File: src/rtl/sdram_pkg.sv
// Shared definitions for the SDRAM burst scheduler.
// Holds the burst command opcodes, the 24-bit address layout
// {BA[1:0], Row[12:0], Col[8:0]} and the burst command payload.
package sdram_pkg;

  localparam int unsigned ADDR_W  = 24;
  localparam int unsigned LEN_W   = 9;
  localparam int unsigned COL_W   = 9;
  localparam int unsigned ROW_W   = 13;
  localparam int unsigned BA_W    = 2;
  localparam int unsigned COL_LSB = 0;
  localparam int unsigned ROW_LSB = COL_LSB + COL_W;
  localparam int unsigned BA_LSB  = ROW_LSB + ROW_W;

  typedef enum logic [1:0] {
    OP_WR  = 2'd0,
    OP_RD  = 2'd1,
    OP_REF = 2'd2
  } cmd_op_t;

  // Address split into its SDRAM fields, MSB first.
  typedef struct packed {
    logic [BA_W-1:0]  ba;
    logic [ROW_W-1:0] row;
    logic [COL_W-1:0] col;
  } sdram_addr_t;

  // One burst command as handed to the burst engine.
  typedef struct packed {
    cmd_op_t           op;
    logic [ADDR_W-1:0] addr;
    logic [LEN_W-1:0]  len;
  } burst_cmd_t;

endpackage

File: src/rtl/sdram_burst_chan.sv
// One transfer channel (write or read) of the burst scheduler.
// Tracks base address, remaining words, active flag and the last-burst flag,
// computes the next burst length so no burst crosses a BURST_LEN boundary.
// Ports: clk/rst; load + load_addr/load_length start or override a transfer;
// take advances the channel at the command handshake; done_in is the
// completion of this channel's burst; active/addr/len_c describe the next
// burst; done pulses when the final burst (or a zero-length load) completes.
module sdram_burst_chan
  import sdram_pkg::*;
#(
  parameter int unsigned BURST_LEN = 256
) (
  input  logic              clk,
  input  logic              rst,
  input  logic              load,
  input  logic [ADDR_W-1:0] load_addr,
  input  logic [ADDR_W-1:0] load_length,
  input  logic              take,
  input  logic              done_in,
  output logic              active,
  output logic [ADDR_W-1:0] addr,
  output logic [ADDR_W-1:0] len_c,
  output logic              done
);

  localparam logic [ADDR_W-1:0] BL   = ADDR_W'(BURST_LEN);
  localparam logic [ADDR_W-1:0] MASK = BL - ADDR_W'(1);

  logic [ADDR_W-1:0] remain;
  logic              last_q;
  logic [ADDR_W-1:0] room;

  // Words left before the next BURST_LEN boundary, clipped to what remains.
  always_comb begin
    room  = BL - (addr & MASK);
    len_c = (remain < room) ? remain : room;
  end

  // A load always wins and drops the last flag of any burst in flight.
  always_ff @(posedge clk or posedge rst) begin
    if (rst) begin
      active <= 1'b0;
      addr   <= '0;
      remain <= '0;
      last_q <= 1'b0;
      done   <= 1'b0;
    end else begin
      done <= 1'b0;
      if (load) begin
        addr   <= load_addr;
        remain <= load_length;
        active <= (load_length != '0);
        last_q <= 1'b0;
        done   <= (load_length == '0);
      end else begin
        if (take) begin
          addr   <= addr + len_c;
          remain <= remain - len_c;
          active <= (remain != len_c);
          last_q <= (remain == len_c);
        end
        if (done_in) begin
          done   <= last_q;
          last_q <= 1'b0;
        end
      end
    end
  end

endmodule

File: src/rtl/sdram_burst_sched.sv
// Burst scheduler sharing one SDRAM burst engine between write, read and
// auto-refresh. Issues one command at a time over cmd_valid/cmd_ready and
// waits for burst_done before deciding again.
// Ports: clk_sdram/rst; init_done gates grants and the refresh timer;
// wr_*/rd_* load transfers and report FIFO levels; cmd_* is the burst
// command; burst_done ends the accepted command; wr_done/rd_done pulse at
// the end of a transfer; busy = not IDLE; ref_overflow is sticky.
module sdram_burst_sched
  import sdram_pkg::*;
#(
  parameter int unsigned BURST_LEN    = 256,
  parameter int unsigned FIFO_DEPTH   = 512,
  parameter int unsigned RD_LOW_WM    = 128,
  parameter int unsigned REF_INTERVAL = 780,
  parameter int unsigned REF_URGENT   = 4
) (
  input  logic              clk_sdram,
  input  logic              rst,
  input  logic              init_done,
  input  logic              wr_load,
  input  logic [ADDR_W-1:0] wr_addr,
  input  logic [ADDR_W-1:0] wr_length,
  input  logic [9:0]        wr_fifo_cnt,
  input  logic              rd_load,
  input  logic [ADDR_W-1:0] rd_addr,
  input  logic [ADDR_W-1:0] rd_length,
  input  logic [9:0]        rd_fifo_cnt,
  output logic              cmd_valid,
  input  logic              cmd_ready,
  output logic [1:0]        cmd_op,
  output logic [ADDR_W-1:0] cmd_addr,
  output logic [LEN_W-1:0]  cmd_len,
  input  logic              burst_done,
  output logic              wr_done,
  output logic              rd_done,
  output logic              busy,
  output logic              ref_overflow
);

  localparam int unsigned       CNT_W    = $clog2(REF_INTERVAL);
  localparam logic [CNT_W-1:0]  CNT_LAST = CNT_W'(REF_INTERVAL - 1);
  localparam logic [3:0]        PEND_MAX = 4'd8;
  localparam logic [ADDR_W-1:0] DEPTH    = ADDR_W'(FIFO_DEPTH);

  typedef enum logic [1:0] {IDLE = 2'd0, ISSUE = 2'd1, WAIT = 2'd2} state_t;

  state_t            state, state_n;
  cmd_op_t           op_q, grant_op;
  logic              grant, last_rd;
  logic              wr_active, rd_active;
  logic [ADDR_W-1:0] wr_cur, rd_cur, wr_len, rd_len;
  logic [ADDR_W-1:0] wr_cnt, rd_cnt, rd_space;
  logic              wr_ok, rd_ok, ref_ok, ref_urgent, rd_low;
  logic              hs, ref_tick;
  logic [CNT_W-1:0]  ref_cnt;
  logic [3:0]        pending;

  assign hs     = (state == ISSUE) && cmd_valid && cmd_ready;
  assign cmd_op = op_q;

  sdram_burst_chan #(.BURST_LEN(BURST_LEN)) u_wr (
    .clk(clk_sdram), .rst(rst), .load(wr_load), .load_addr(wr_addr),
    .load_length(wr_length), .take(hs && (op_q == OP_WR)),
    .done_in((state == WAIT) && burst_done && (op_q == OP_WR)),
    .active(wr_active), .addr(wr_cur), .len_c(wr_len), .done(wr_done)
  );

  sdram_burst_chan #(.BURST_LEN(BURST_LEN)) u_rd (
    .clk(clk_sdram), .rst(rst), .load(rd_load), .load_addr(rd_addr),
    .load_length(rd_length), .take(hs && (op_q == OP_RD)),
    .done_in((state == WAIT) && burst_done && (op_q == OP_RD)),
    .active(rd_active), .addr(rd_cur), .len_c(rd_len), .done(rd_done)
  );

  // Eligibility; read space clamps at zero if the FIFO reports overfull.
  always_comb begin
    wr_cnt     = ADDR_W'(wr_fifo_cnt);
    rd_cnt     = ADDR_W'(rd_fifo_cnt);
    rd_space   = (rd_cnt >= DEPTH) ? '0 : DEPTH - rd_cnt;
    wr_ok      = wr_active && (wr_cnt >= wr_len);
    rd_ok      = rd_active && (rd_space >= rd_len);
    rd_low     = rd_cnt < ADDR_W'(RD_LOW_WM);
    ref_ok     = pending != 4'd0;
    ref_urgent = pending >= 4'(REF_URGENT);
  end

  // Next state and arbitration.
  always_comb begin
    state_n  = state;
    grant    = 1'b0;
    grant_op = OP_WR;
    case (state)
      IDLE: begin
        if (init_done) begin
          grant = 1'b1;
          if (ref_urgent)              grant_op = OP_REF;
          else if (rd_ok && rd_low)    grant_op = OP_RD;
          else if (rd_ok && wr_ok)     grant_op = last_rd ? OP_WR : OP_RD;
          else if (rd_ok)              grant_op = OP_RD;
          else if (wr_ok)              grant_op = OP_WR;
          else if (ref_ok)             grant_op = OP_REF;
          else                         grant    = 1'b0;
        end
        if (grant) state_n = ISSUE;
      end
      ISSUE:   if (hs) state_n = WAIT;
      WAIT:    if (burst_done) state_n = IDLE;
      default: state_n = IDLE;
    endcase
  end

  always_ff @(posedge clk_sdram or posedge rst) begin
    if (rst) state <= IDLE;
    else     state <= state_n;
  end

  // Registered command outputs, latched at the decision.
  always_ff @(posedge clk_sdram or posedge rst) begin
    if (rst) begin
      cmd_valid <= 1'b0;
      busy      <= 1'b0;
      op_q      <= OP_WR;
      cmd_addr  <= '0;
      cmd_len   <= '0;
      last_rd   <= 1'b0;
    end else begin
      cmd_valid <= (state_n == ISSUE);
      busy      <= (state_n != IDLE);
      if (grant) begin
        op_q <= grant_op;
        case (grant_op)
          OP_WR:   begin cmd_addr <= wr_cur; cmd_len <= LEN_W'(wr_len); end
          OP_RD:   begin cmd_addr <= rd_cur; cmd_len <= LEN_W'(rd_len); end
          default: begin cmd_addr <= '0;     cmd_len <= '0;             end
        endcase
        if (grant_op != OP_REF) last_rd <= (grant_op == OP_RD);
      end
    end
  end

  assign ref_tick = init_done && (ref_cnt == CNT_LAST);

  // Refresh interval timer and saturating pending count.
  always_ff @(posedge clk_sdram or posedge rst) begin
    if (rst) begin
      ref_cnt      <= '0;
      pending      <= '0;
      ref_overflow <= 1'b0;
    end else begin
      if (!init_done || ref_tick) ref_cnt <= '0;
      else                        ref_cnt <= ref_cnt + CNT_W'(1);
      case ({ref_tick, hs && (op_q == OP_REF)})
        2'b10: begin
          if (pending != PEND_MAX) pending <= pending + 4'd1;
          if (pending >= PEND_MAX - 4'd1) ref_overflow <= 1'b1;
        end
        2'b01:   pending <= pending - 4'd1;
        default: ;
      endcase
    end
  end

endmodule

File: config.mk
export PLATFORM = sky130hd
export DESIGN_NAME = sdram_burst_sched
export DESIGN_NICKNAME = d
export VERILOG_FILES = /design/src/rtl/sdram_pkg.sv /design/src/rtl/sdram_burst_chan.sv /design/src/rtl/sdram_burst_sched.sv
export SDC_FILE = /design/constraint.sdc
export NUM_CORES = 1
export LEC_CHECK = 0
export ABC_AREA = 1
export BUFFER_PORTS_ARGS = -buffer_cell sky130_fd_sc_hd__buf_2
export CAP_MARGIN = 20
export CORE_MARGIN = 10
export CORE_UTILIZATION = 55
export DETAILED_ROUTE_END_ITERATION = 6
export PLACE_DENSITY = 0.86
export SYNTH_ARGS = -nofsm -noshare
export SYNTH_HDL_FRONTEND = slang
export SYNTH_SLANG_ARGS = --single-unit
File: constraint.sdc
create_clock -name clk_sdram -period 6.8 [get_ports clk_sdram]
set_clock_uncertainty 0.15 [all_clocks]
set_input_delay 0.34 -clock clk_sdram [delete_from_list [all_inputs] [get_ports clk_sdram]]
set_output_delay 0.34 -clock clk_sdram [all_outputs]
set_load 0.05 [all_outputs]
# [Yosys cells after proc, flatten, opt, wreduce, memory -nomap -nowiden]
# Cells that the tools add are included.
[op_classes] add_sub_neg=10 order_cmp=8 n_eq_ne=16 n_mux=52 n_reduce_logical=32
[ops] cell="24-bit 2-to-1 mux" n=11
[ops] cell="24-bit adder" n=2
[ops] cell="24-bit == test" n=2
[ops] cell="24-bit logical NOT" n=2
[ops] cell="24-bit less-than comparator" n=2
[ops] cell="24-bit != test" n=2
[ops] cell="24-bit one-hot mux with 2 select lines" n=1
[ops] cell="24-bit nonzero test" n=2
[ops] cell="24-bit subtractor" n=2
[ops] cell="10-bit by 24-bit >= comparator with 1-bit output" n=1
[ops] cell="24-bit >= comparator" n=1
[ops] cell="1-bit 2-to-1 mux" n=24
[ops] cell="2-bit 2-to-1 mux" n=11
[ops] cell="9-bit by 8-bit subtractor with 10-bit output, first input constant" n=2
[ops] cell="9-bit one-hot mux with 2 select lines" n=1
[ops] cell="1-bit logical AND" n=13
[ops] cell="10-bit by 10-bit subtractor with 11-bit output, first input constant" n=1
[ops] cell="10-bit by 1-bit adder with 10-bit output, second input constant" n=1
[ops] cell="10-bit == test, second input constant" n=1
[ops] cell="2-bit by 1-bit == test with 1-bit output, second input constant" n=5
[ops] cell="10-bit >= comparator, second input constant" n=1
[ops] cell="10-bit by 8-bit less-than comparator with 1-bit output, second input constant" n=1
[ops] cell="10-bit 2-to-1 mux" n=1
[ops] cell="4-bit by 3-bit >= comparator with 1-bit output, second input constant" n=2
[ops] cell="other kinds (15)" n=26
[totals] regBits=157 input_bits=123 output_inout_bits=40

# [Logic depth before layout (Yosys ltp)]
# Gate-level depths: netlist (run 1).
[logic_depth] ltp_word=15 depth_mapped=32 mapped_depth_nobuf=31

# [By module]
# Synthesis (run 1) repeated with hierarchy kept, for this count alone.
[hier_totals] hier_cells=2408 area_unflattened_um2=15258.4
[by_module_without_submodules] mod="sdram_burst_chan" instances=2 cells_each=937 area_each_um2=5657.9
[by_module_without_submodules] mod="sdram_burst_sched" instances=1 cells_each=534 area_each_um2=3942.5

# [Worst setup path before layout (run 1)]
# OpenSTA, ideal clock, no wires.
[synth_timing] kind="flip-flop to flip-flop" startpoint="reg u_rd.addr[1]" endpoint="reg u_rd.addr[22]" t_arrival_ns=4.113 required_ns=6.534 slack_ns=2.420 stages_incl_launch_ff=26 period_less_slack_ns=4.380 path_cell_list="dfrtp_1 -> inv_1 -> ha_1 -> nand3_1 -> nor3_1 -> nand2_1 -> nor2_1 -> inv_1 -> ha_1 -> or2_2 -> nor4_4 -> nand2_2 -> nand2_1 -> nand2_1 -> ha_1 -> fa_1 -> nand3_1 -> nand2_1 -> a21oi_1 -> o21ai_0 -> a21oi_1 -> o21ai_0 -> nand2_1 -> nand3_1 -> nand2_1 -> nand2_1"
[synth_via] elab_chain_cells=6
[synth_lines] item="from (decl)" line_no="sdram_burst_chan.sv:21" rtl="output logic [ADDR_W-1:0] addr,"
[synth_lines] item="from (signal assigned)" line_no="sdram_burst_chan.sv:50" rtl="addr <= load_addr;"
[synth_lines] item="from (signal assigned)" line_no="sdram_burst_chan.sv:57" rtl="addr <= addr + len_c;"
[synth_lines] item="9-bit by 8-bit subtractor with 10-bit output" line_no="sdram_burst_chan.sv:35" rtl="room = BL - (addr & MASK);"
[synth_lines] item="24-bit less-than comparator" line_no="sdram_burst_chan.sv:36" rtl="len_c = (remain < room) ? remain : room;"
[synth_lines] item="24-bit 2-to-1 mux" line_no="sdram_burst_chan.sv:36"
[synth_lines] item="24-bit adder (*)" line_no="sdram_burst_chan.sv:57"
[synth_lines] item="24-bit 2-to-1 mux (*)" line_no="sdram_burst_chan.sv:56" rtl="if (take) begin"
[synth_lines] item="24-bit 2-to-1 mux (*)" line_no="sdram_burst_chan.sv:49" rtl="if (load) begin"
# Mark *: on every way between the ends. The rest lies on a longest branch, timed or not. The select of a mux whose other input is x is not followed.
# A chain may end at the register's enable or synchronous reset.

# [Worst setup path after layout (run 1)]
[layout_timing] startpoint="reg u_wr.addr[1]" endpoint="reg cmd_addr[17]"
[layout_via] elab_chain_cells=14
[layout_lines] item="from (decl)" line_no="sdram_burst_chan.sv:21"
[layout_lines] item="from (signal assigned)" line_no="sdram_burst_chan.sv:50"
[layout_lines] item="from (signal assigned)" line_no="sdram_burst_chan.sv:57"
[layout_lines] item="9-bit by 8-bit subtractor with 10-bit output (*)" line_no="sdram_burst_chan.sv:35"
[layout_lines] item="24-bit less-than comparator" line_no="sdram_burst_chan.sv:36"
[layout_lines] item="24-bit 2-to-1 mux (*)" line_no="sdram_burst_chan.sv:36"
[layout_lines] item="10-bit by 24-bit >= comparator with 1-bit output (*)" line_no="sdram_burst_sched.sv:80" rtl="wr_ok = wr_active && (wr_cnt >= wr_len);"
[layout_lines] item="1-bit logical AND (*)" line_no="sdram_burst_sched.sv:80"
[layout_lines] item="2-bit 2-to-1 mux" line_no="sdram_burst_sched.sv:100" rtl="else if (wr_ok) grant_op = OP_WR;"
[layout_lines] item="2-bit 2-to-1 mux" line_no="sdram_burst_sched.sv:99" rtl="else if (rd_ok) grant_op = OP_RD;"
[layout_lines] item="2-bit 2-to-1 mux" line_no="sdram_burst_sched.sv:98" rtl="else if (rd_ok && wr_ok) grant_op = last_rd ? OP_WR : OP_RD;"
[layout_lines] item="2-bit 2-to-1 mux" line_no="sdram_burst_sched.sv:97" rtl="else if (rd_ok && rd_low) grant_op = OP_RD;"
[layout_lines] item="2-bit 2-to-1 mux" line_no="sdram_burst_sched.sv:96" rtl="if (ref_urgent) grant_op = OP_REF;"
[layout_lines] item="2-bit 2-to-1 mux" line_no="sdram_burst_sched.sv:94" rtl="if (init_done) begin"
[layout_lines] item="2-bit 2-to-1 mux" line_no="sdram_burst_sched.sv:92" rtl="case (state)"
[layout_lines] item="2-bit by 1-bit == test with 1-bit output or 2-bit logical NOT (tied branches)" line_no="sdram_burst_sched.sv:131" rtl="case (grant_op)"
[layout_lines] item="24-bit one-hot mux with 2 select lines" line_no="sdram_burst_sched.sv:131"
[layout_lines] item="to (signal assigned)" line_no="sdram_burst_sched.sv:132" rtl="OP_WR: begin cmd_addr <= wr_cur; cmd_len <= LEN_W'(wr_len); end"
[layout_lines] item="to (signal assigned)" line_no="sdram_burst_sched.sv:133" rtl="OP_RD: begin cmd_addr <= rd_cur; cmd_len <= LEN_W'(rd_len); end"
[layout_lines] item="to (decl)" line_no="sdram_burst_sched.sv:31" rtl="output logic [ADDR_W-1:0] cmd_addr,"
# Marked as above.

==> results of run 1 <==
[state kept, by name, summed over array words and instances, names as in the netlist, 2 cells and up]
| name | cells |
|---|---|
| ref_cnt | 10 |
| cmd_addr | 24 |
| u_wr.addr | 24 |
| state | 2 |
| u_rd.remain | 24 |
| u_rd.addr | 24 |
| cmd_op | 2 |
| cmd_len | 9 |
| u_wr.remain | 24 |
| pending | 4 |
[what timing repair did]
item	in CTS	in global routing
hold buffers	34	0
gates resized for setup	0	0
endpoints found under the hold margin	34	0
[layout by cell type (no fill, tap or decap), types with 5 or more instances in the layout]
cell	synthesis	layout
nand2_2	9	9
o221ai_1	18	18
o22ai_1	7	7
o21bai_1	16	16
a31oi_1	8	8
nor2_1	186	185
buf_4	7	12
buf_2	14	162
xor2_1	30	30
nand3_1	179	179
nand2_1	457	457
nor3b_1	6	6
o21ai_0	86	86
a21boi_0	5	5
fa_1	5	5
o211ai_1	32	32
dfrtp_1	157	157
or2_2	9	9
nand4_1	31	31
nor4_1	17	17
clkinvlp_4	0	5
dlygate4sd3_1	0	34
a21oi_1	137	137
xnor2_1	18	18
clkbuf_16	0	17
a21oi_2	8	8
nor3_1	29	29
a21o_1	8	8
nand3b_1	6	6
inv_6	0	8
inv_2	13	13
inv_1	234	233
conb_1	2	44
ha_1	120	120
[worst max-delay path, stage by stage (launching register included)]
cell and delay, ns:
dfrtp_1 0.48, nor3_1 0.31, nand3_1 0.19, nor3_1 0.22
xor2_1 0.22, inv_1 0.06, ha_1 0.29, a21oi_1 0.18
o21ai_0 0.13, o21ai_2 0.42, nand3_1 0.16, nand2_1 0.23
inv_1 0.15, ha_1 0.32, nand2_1 0.05, nand2_1 0.05
nand2_1 0.05, nand2_1 0.07, nand2_1 0.05, nand2_1 0.06
nand2_1 0.06, nand3_1 0.17, a21oi_1 0.14, a21oi_4 0.77
buf_4 0.35, nand2_1 0.07, inv_1 0.06, a21oi_1 0.08
[per-layer routing]
layer / up-vias / GRT usage [%] / wire length (um)
met5: - / 0 / 0
met4: 0 / 10.70 / 1291
met3: 86 / 6.109 / 3594
met2: 606 / 42.86 / 19250
met1: 6583 / 33.05 / 17260
li1: 6852 / - / -
[worst max path at each step]
| stage | from | end | slack, ns |
|---|---|---|---|
| after CTS | u_wr.addr[1] | cmd_addr[17] | 1.20 |
| after detailed placement | u_wr.addr[1] | cmd_addr[17] | 1.29 |
| final | u_wr.addr[1] | cmd_addr[17] | 1.13 |
| after global routing | u_wr.addr[1] | cmd_addr[17] | 0.61 |
| after global placement | u_wr.addr[1] | cmd_addr[15] | 1.52 |
| after floorplan | rst | busy | 2.08 |
[where the power goes]
part | total (mW) | internal (mW) | switching (mW)
clock | 0.977 | 0.532 | 0.444
combinational | 2.85 | 0.939 | 1.91
sequential | 1.43 | 1.17 | 0.260
[cell type report]
| class | instances | area, sq um |
|---|---|---|
| inverters | 248 | 935.9 |
| clock inverters | 13 | 128.9 |
| clock buffers | 19 | 452.9 |
| multi-input cells | 1516 | 8459 |
| fillers | 2145 | 8553 |
| well taps | 324 | 405.4 |
| repair buffers | 208 | 1241 |
| flip-flops and latches | 157 | 3929 |
[cells by family after synthesis]
kind of cell    synth area share (%)
other cells                  0.05607
simple gates                   30.97
flops                          29.33
compound gates                 15.84
fa+ha+maj                      11.96
buf+inv                        8.706
xor+xnor                       3.139
[metrics by stage]
stage          setup slack [ns]  util [%]  hold slack [ns]  area [sq um]  power [mW]
2_1_floorplan             2.075         -           0.2829         13550       3.499
3_3_place_gp              1.520     60.69           0.2930         14630       4.122
3_5_place_dp              1.288     60.69           0.2962         14630       4.211
4_1_cts                   1.205     64.52         0.001175         15550       5.211
5_1_grt                  0.6145     64.52         0.007094         15550       5.647
6_report                  1.132     64.52         -0.03513         15550       5.254
==> summary.md, run 1 <==
| Metric | Value |
|---|---|
| CTS H-tree depth | 4 |
| Worst-path clk slew | 0.07 ns |
| Worst hold path type | primary input to async pin |
| RR Endpoint | cmd_addr[17] |
| Layout area overhead | 16.11% |
| Tcrit/Tclk final | 83.35% |
| GRT Util Overall | 26.33% |
| Core area | 24110 sq um |
| Critical Path RT | 6.97 ns |
| Number of synthesized flops with an enable pin | 0 |
| Max-cap viol count | 0 |
| Cells after Synth | 1928 |
| Post-synth top area share | 29.33% |
| Crit end category | flop |
| Die outline height | 176.1 um |
| Final setup vio count | 0 |
| Row count | 57 |
| Final net count | 2396 |
| Critical path fanouts, max | 42 |
| Detailed Routing Iterations Pass 1 | 5 |
| Clk root buf | clkbuf_16 |
| Max Clk Rate | 0.1764 GHz |
| Failing checks | hold timing |
| Setup Buffers After CTS | 0 |
| DRT antenna net count | 0 |
| Synthesis-stage register bit count | 157 |
| Hold_ws | -0.03513 ns |
| Vias | 14.13k |
| Final cell count without fillers | 2485 |
| Avg Inst Size Synth | 6.947 sq um |
| Mapped cell area | 13390 sq um |
| CTS tree | done |
| Synth cell count leaders | nand2_1, inv_1, nor2_1 |
| Post-synth ARST share | 100.0% |
| Peak supply drop | 0.1540 mV |
| Total Wirelength | 41400 um |
| Synth warnings | 0 |
| Worst R2R Setup Slack | 1.13 ns |
| Netlist cell types | 58 |
| Vias/cell | 5.685 |
| # DRC | 0 |
| CP Class | flop to flop |
| Slew Viols, Final | 0 |
| Worst reg2reg path depth | 27 |
| Antenna violations before repair | 0 |
| Initial core utilization | 55.56% |
| Leakage | 8.008 nW |
| Share of layout cells above drive strength 1 | 12.22% |
| Largest net degree at the start of global routing | 111 |
| Final Hold Viols | 19 |
| Startpoint types | flop |
| Die area | 31000 sq um |
| PortBufs | 162 |
| Drt wl/cell | 16.66 um |
| Unrepaired setup endpoints after global routing | false |
| Clk sinks | 157 |
| Slew headroom | 31.09% |
| Worst slew pin tran | 1.034 ns |
| Top FF cell, synth | dfrtp_1 |
| Drt first-iter violations | 1348 |
| Worst skew pair latency | 0.44 ns |
| Antenna cells | 0 |
| Cell taking the most area after synthesis | dfrtp_1 |
| Seq/Total Area, Yosys | 29.33% |
| Most frequent cell after synthesis | nand2_1 |
| Global-route wire length before repair | 67630 um |
| Final Critical Period | 5.668 ns |
| Fin Setup TNS | 0 ns |
| Ports | 163 |
| Hpwl dp | 31930 um |
| GP Congestion | 0.9719 |
| Synth area leaders | dfrtp_1, nand2_1, ha_1, nand3_1, inv_1 |
| Status | finished, violations left |
| Placed Cells | 2419 |
| Grt ovf | 0 |
| Width of the die | 176.1 um |
| Critical Path AT | 5.83 ns |
| Maximum clock insertion buffer count | 2 |
| PwrDens | 337.8 nW/um^2 |
| Vias in the first global route | 13.76k |
| CTS Buf Count | 17 |
| RR Startpoint | u_wr.addr[1] |
(Power assumes the default switching activity.)
==> inputs of run 2 (changes only) <==
clock period = 5.7 ns   (was 6.8 ns; I/O delays follow)
==> run 2 against run 1 <==
  * The run ends with DRC left
  * Global-route usage rose by 0.67 points
  * Via count up 1.1%
  * Hold slack better by 0.037 ns
  * Maximum frequency rose by 7.1%
  * Combinational power is 21% higher
  * Critical path type unchanged
  * Largest cell class unchanged
  * Largest power group unchanged
==> summary.md, run 2 (synthesized netlist as in run 1, its figures left out) <==
| Metric | Value |
|---|---|
| Antenna cells | 0 (unchanged) |
| Tcrit/Tclk final | 92.87% (+9.5 points) |
| CP Class | flop to flop |
| Most frequent cells in the layout | nand2_1, inv_1, nor2_1, nand3_1, buf_2 |
| Global-route wire length before repair | 69050 um (+2.1%) |
| PwrDens | 400.2 nW/um^2 (+18%) |
| Final net count | 2432 (+1.5%) |
| Vias | 14.28k (+1.1%) |
| Leakage | 8.188 nW (+2.3%) |
| Clk sinks | 157 (unchanged) |
| Final Hold Viols | 0 (-19) |
| Status | finished, violations left |
| Register area | 3929 sq um (unchanged) |
| Final cell count without fillers | 2521 (+1.4%) |
| Antenna violations before repair | 0 (unchanged) |
| Hold Crit Start | wr_addr[14] |
| Clk root buf | clkbuf_16 |
| Global-route met2 utilization | 44.89% (+2.0 points) |
| Width of the die | 176.1 um (unchanged) |
| Placed Cells | 2422 (+0.12%) |
| Row count | 57 (unchanged) |
| Net Sw Power | 3.125 mW (+19%) |
| CTS tree | done |
| Final setup vio count | 0 (unchanged) |
| Drt first-iter violations | 1518 (+13%) |
| Worst hold path type | primary input to flop |
| Failing checks | DRC |
| Hold_ws | 0.001462 ns (+0.03659 ns) |
| Clock Power Share | 19.4% (+0.8 points) |
| CTS Buf Count | 17 (unchanged) |
| Unrepaired setup endpoints after global routing | false |
| Most common cell after layout, fill and taps aside | nand2_1 |
| Switching Share | 48.88% (-0.95 points) |
| Most Used Layer, Global Route | met2 |
| Ports | 163 (unchanged) |
| Multi-input logic area | 8459 sq um (unchanged) |
| Detailed Routing Iterations Pass 1 | 7 (+2) |
| GRT Util Overall | 27.00% (+0.67 points) |
| CTS H-tree depth | 4 (unchanged) |
| Worst slew pin tran | 0.9701 ns (-0.06362 ns) |
| DRT antenna net count | 0 (unchanged) |
| Combinational Power Share | 53.9% (-0.4 points) |
| Final Core Density | 66.28% (+1.8 points) |
| Critical Path Start | u_wr.addr[1] |
| Fin Setup TNS | 0 ns (unchanged) |
| Peak supply drop | 0.1982 mV (+29%) |
| Max Clk Rate | 0.1889 GHz (+7.1%) |
| Critical path fanouts, max | 10 (-76%) |
| Maximum clock insertion buffer count | 2 (unchanged) |
| Worst-path clk slew | 0.07 ns (about the same) |
| Final Critical Period | 5.293 ns (-0.3746 ns) |
| Total Wirelength | 42580 um (+2.9%) |
| Vias in the first global route | 13.91k (+1.1%) |
| PortBufs | 162 (unchanged) |
| Drt wl/cell | 16.89 um (+1.4%) |
| Share of layout cells above drive strength 1 | 12.20% (-0.018 points) |
| Grt ovf | 0 (unchanged) |
| Fillers | 2131 (-0.65%) |
| Die area | 31000 sq um (unchanged) |
| Initial core utilization | 55.56% (unchanged) |
| GP Congestion | 1.046 (+7.6%) |
| Final worst slack | 0.4067 ns (-0.7254 ns) |
| Max-cap viol count | 0 (unchanged) |
| Worst skew pair latency | 0.45 ns (about the same) |
| Core area | 24110 sq um (unchanged) |
| Critical Path RT | 5.93 ns (-1.04 ns) |
| Critical Path AT | 5.52 ns (-0.31 ns) |
| Crit end category | flop |
| Slew headroom | 35.09% (+4.0 points) |
| Largest net degree at the start of global routing | 69 (-38%) |
| Post-place setup slack | 0.5972 ns (-0.6904 ns) |
| Post-cts sizing count | 0 (unchanged) |
| Met3 GRT Util | 5.062% (-1.0 points) |
| RR Startpoint | u_wr.addr[1] |
| Register share of total power | 26.7% (-0.4 points) |
| # DRC | 1 (+1) |
| Hpwl dp | 31890 um (-0.11%) |
| P_int | 3.268 mW (+24%) |
| Slew Viols, Final | 0 (unchanged) |
| Startpoint types | flop |
| Die outline height | 176.1 um (unchanged) |
| GRT met1 Usage | 34.27% (+1.2 points) |
| Vias/cell | 5.665 (-0.35%) |
| Layout area overhead | 19.28% |
==> run 2: changes by cell type in the layout (fill, tap and decap cells not counted), sizes merged <==
cell         delta
clkbuf          -2
inv             -7
dlygate4sd3    +32
buf             +4
bufinv          +3
clkinvlp        +1
clkinv          +5
==> run 2: area by class of cell <==
cell class | instances | share of cell area [%]
Clock inverter | 15 | 1.237
Inverter | 248 | 5.858
Sequential cell | 157 | 24.59
Multi-Input combinational cell | 1516 | 52.95
Clock buffer | 17 | 2.663
Tap cell | 324 | 2.537
Timing Repair Buffer | 244 | 10.17
==> run 2: worst max-delay path, stage by stage (launching register included) <==
cell and delay [ns]:
dfrtp_1 0.47, nor3_1 0.35, nand3_1 0.18, nor3_1 0.20, xor2_1 0.22, inv_1 0.08
ha_1 0.29, a21oi_1 0.15, o21ai_0 0.12, o21ai_2 0.40, nand2_4 0.17, o21ai_2 0.29
ha_1 0.20, inv_1 0.06, fa_1 0.40, nand3_1 0.10, nand3_1 0.12, a21oi_1 0.21
nor2_1 0.09, a21boi_1 0.18, nor2_1 0.12, nor2_2 0.25, nand3b_1 0.15, nand2_1 0.10
nand2_1 0.05, o21bai_1 0.12
==> run 2: final timing paths <==
kind	end	slack, ns	cells after the start
worst min-delay path	u_wr.addr[14]	0.001	4
min in group asynchronous	ref_cnt[1]	0.26	3
worst min register to register	ref_overflow	0.31	1
max in group asynchronous	u_rd.remain[4]	3.97	4
worst max register to register	u_wr.remain[18]	0.41	25
worst max-delay path	u_wr.remain[18]	0.41	25
==> run 2: through the flow <==
step | instance area (sq um) | power [mW]
floorplan | 13550 | 4.174
global placement | 14670 | 4.929
detailed placement | 14670 | 5.031
CTS | 15950 | 6.316
global route | 15980 | 6.864
finish | 15980 | 6.393
==> run 2: power groups by stage <==
stage          combinational, mW  sequential [mW]  clock, mW
3_5_place_dp                3.32             1.71          0
5_1_grt                     3.84             1.73       1.29
4_1_cts                     3.38             1.70       1.24
2_1_floorplan               2.12             2.06          0
3_3_place_gp                3.22             1.71          0
6_report                    3.45             1.71       1.24
==> run 2: repair_timing <==
item                      in CTS  in global routing
setup buffers                  0                  0
hold buffers                  66                  0
hold endpoints to repair     111                  0
==> run 2: per-layer routing <==
layer | vias to the layer above | share of wire, % | wire (um)
met5 | - | 0 | 0
met4 | 0 | 2.8 | 1213
met3 | 92 | 8.1 | 3464
met2 | 611 | 47 | 20120
met1 | 6651 | 42 | 17780
li1 | 6928 | - | -
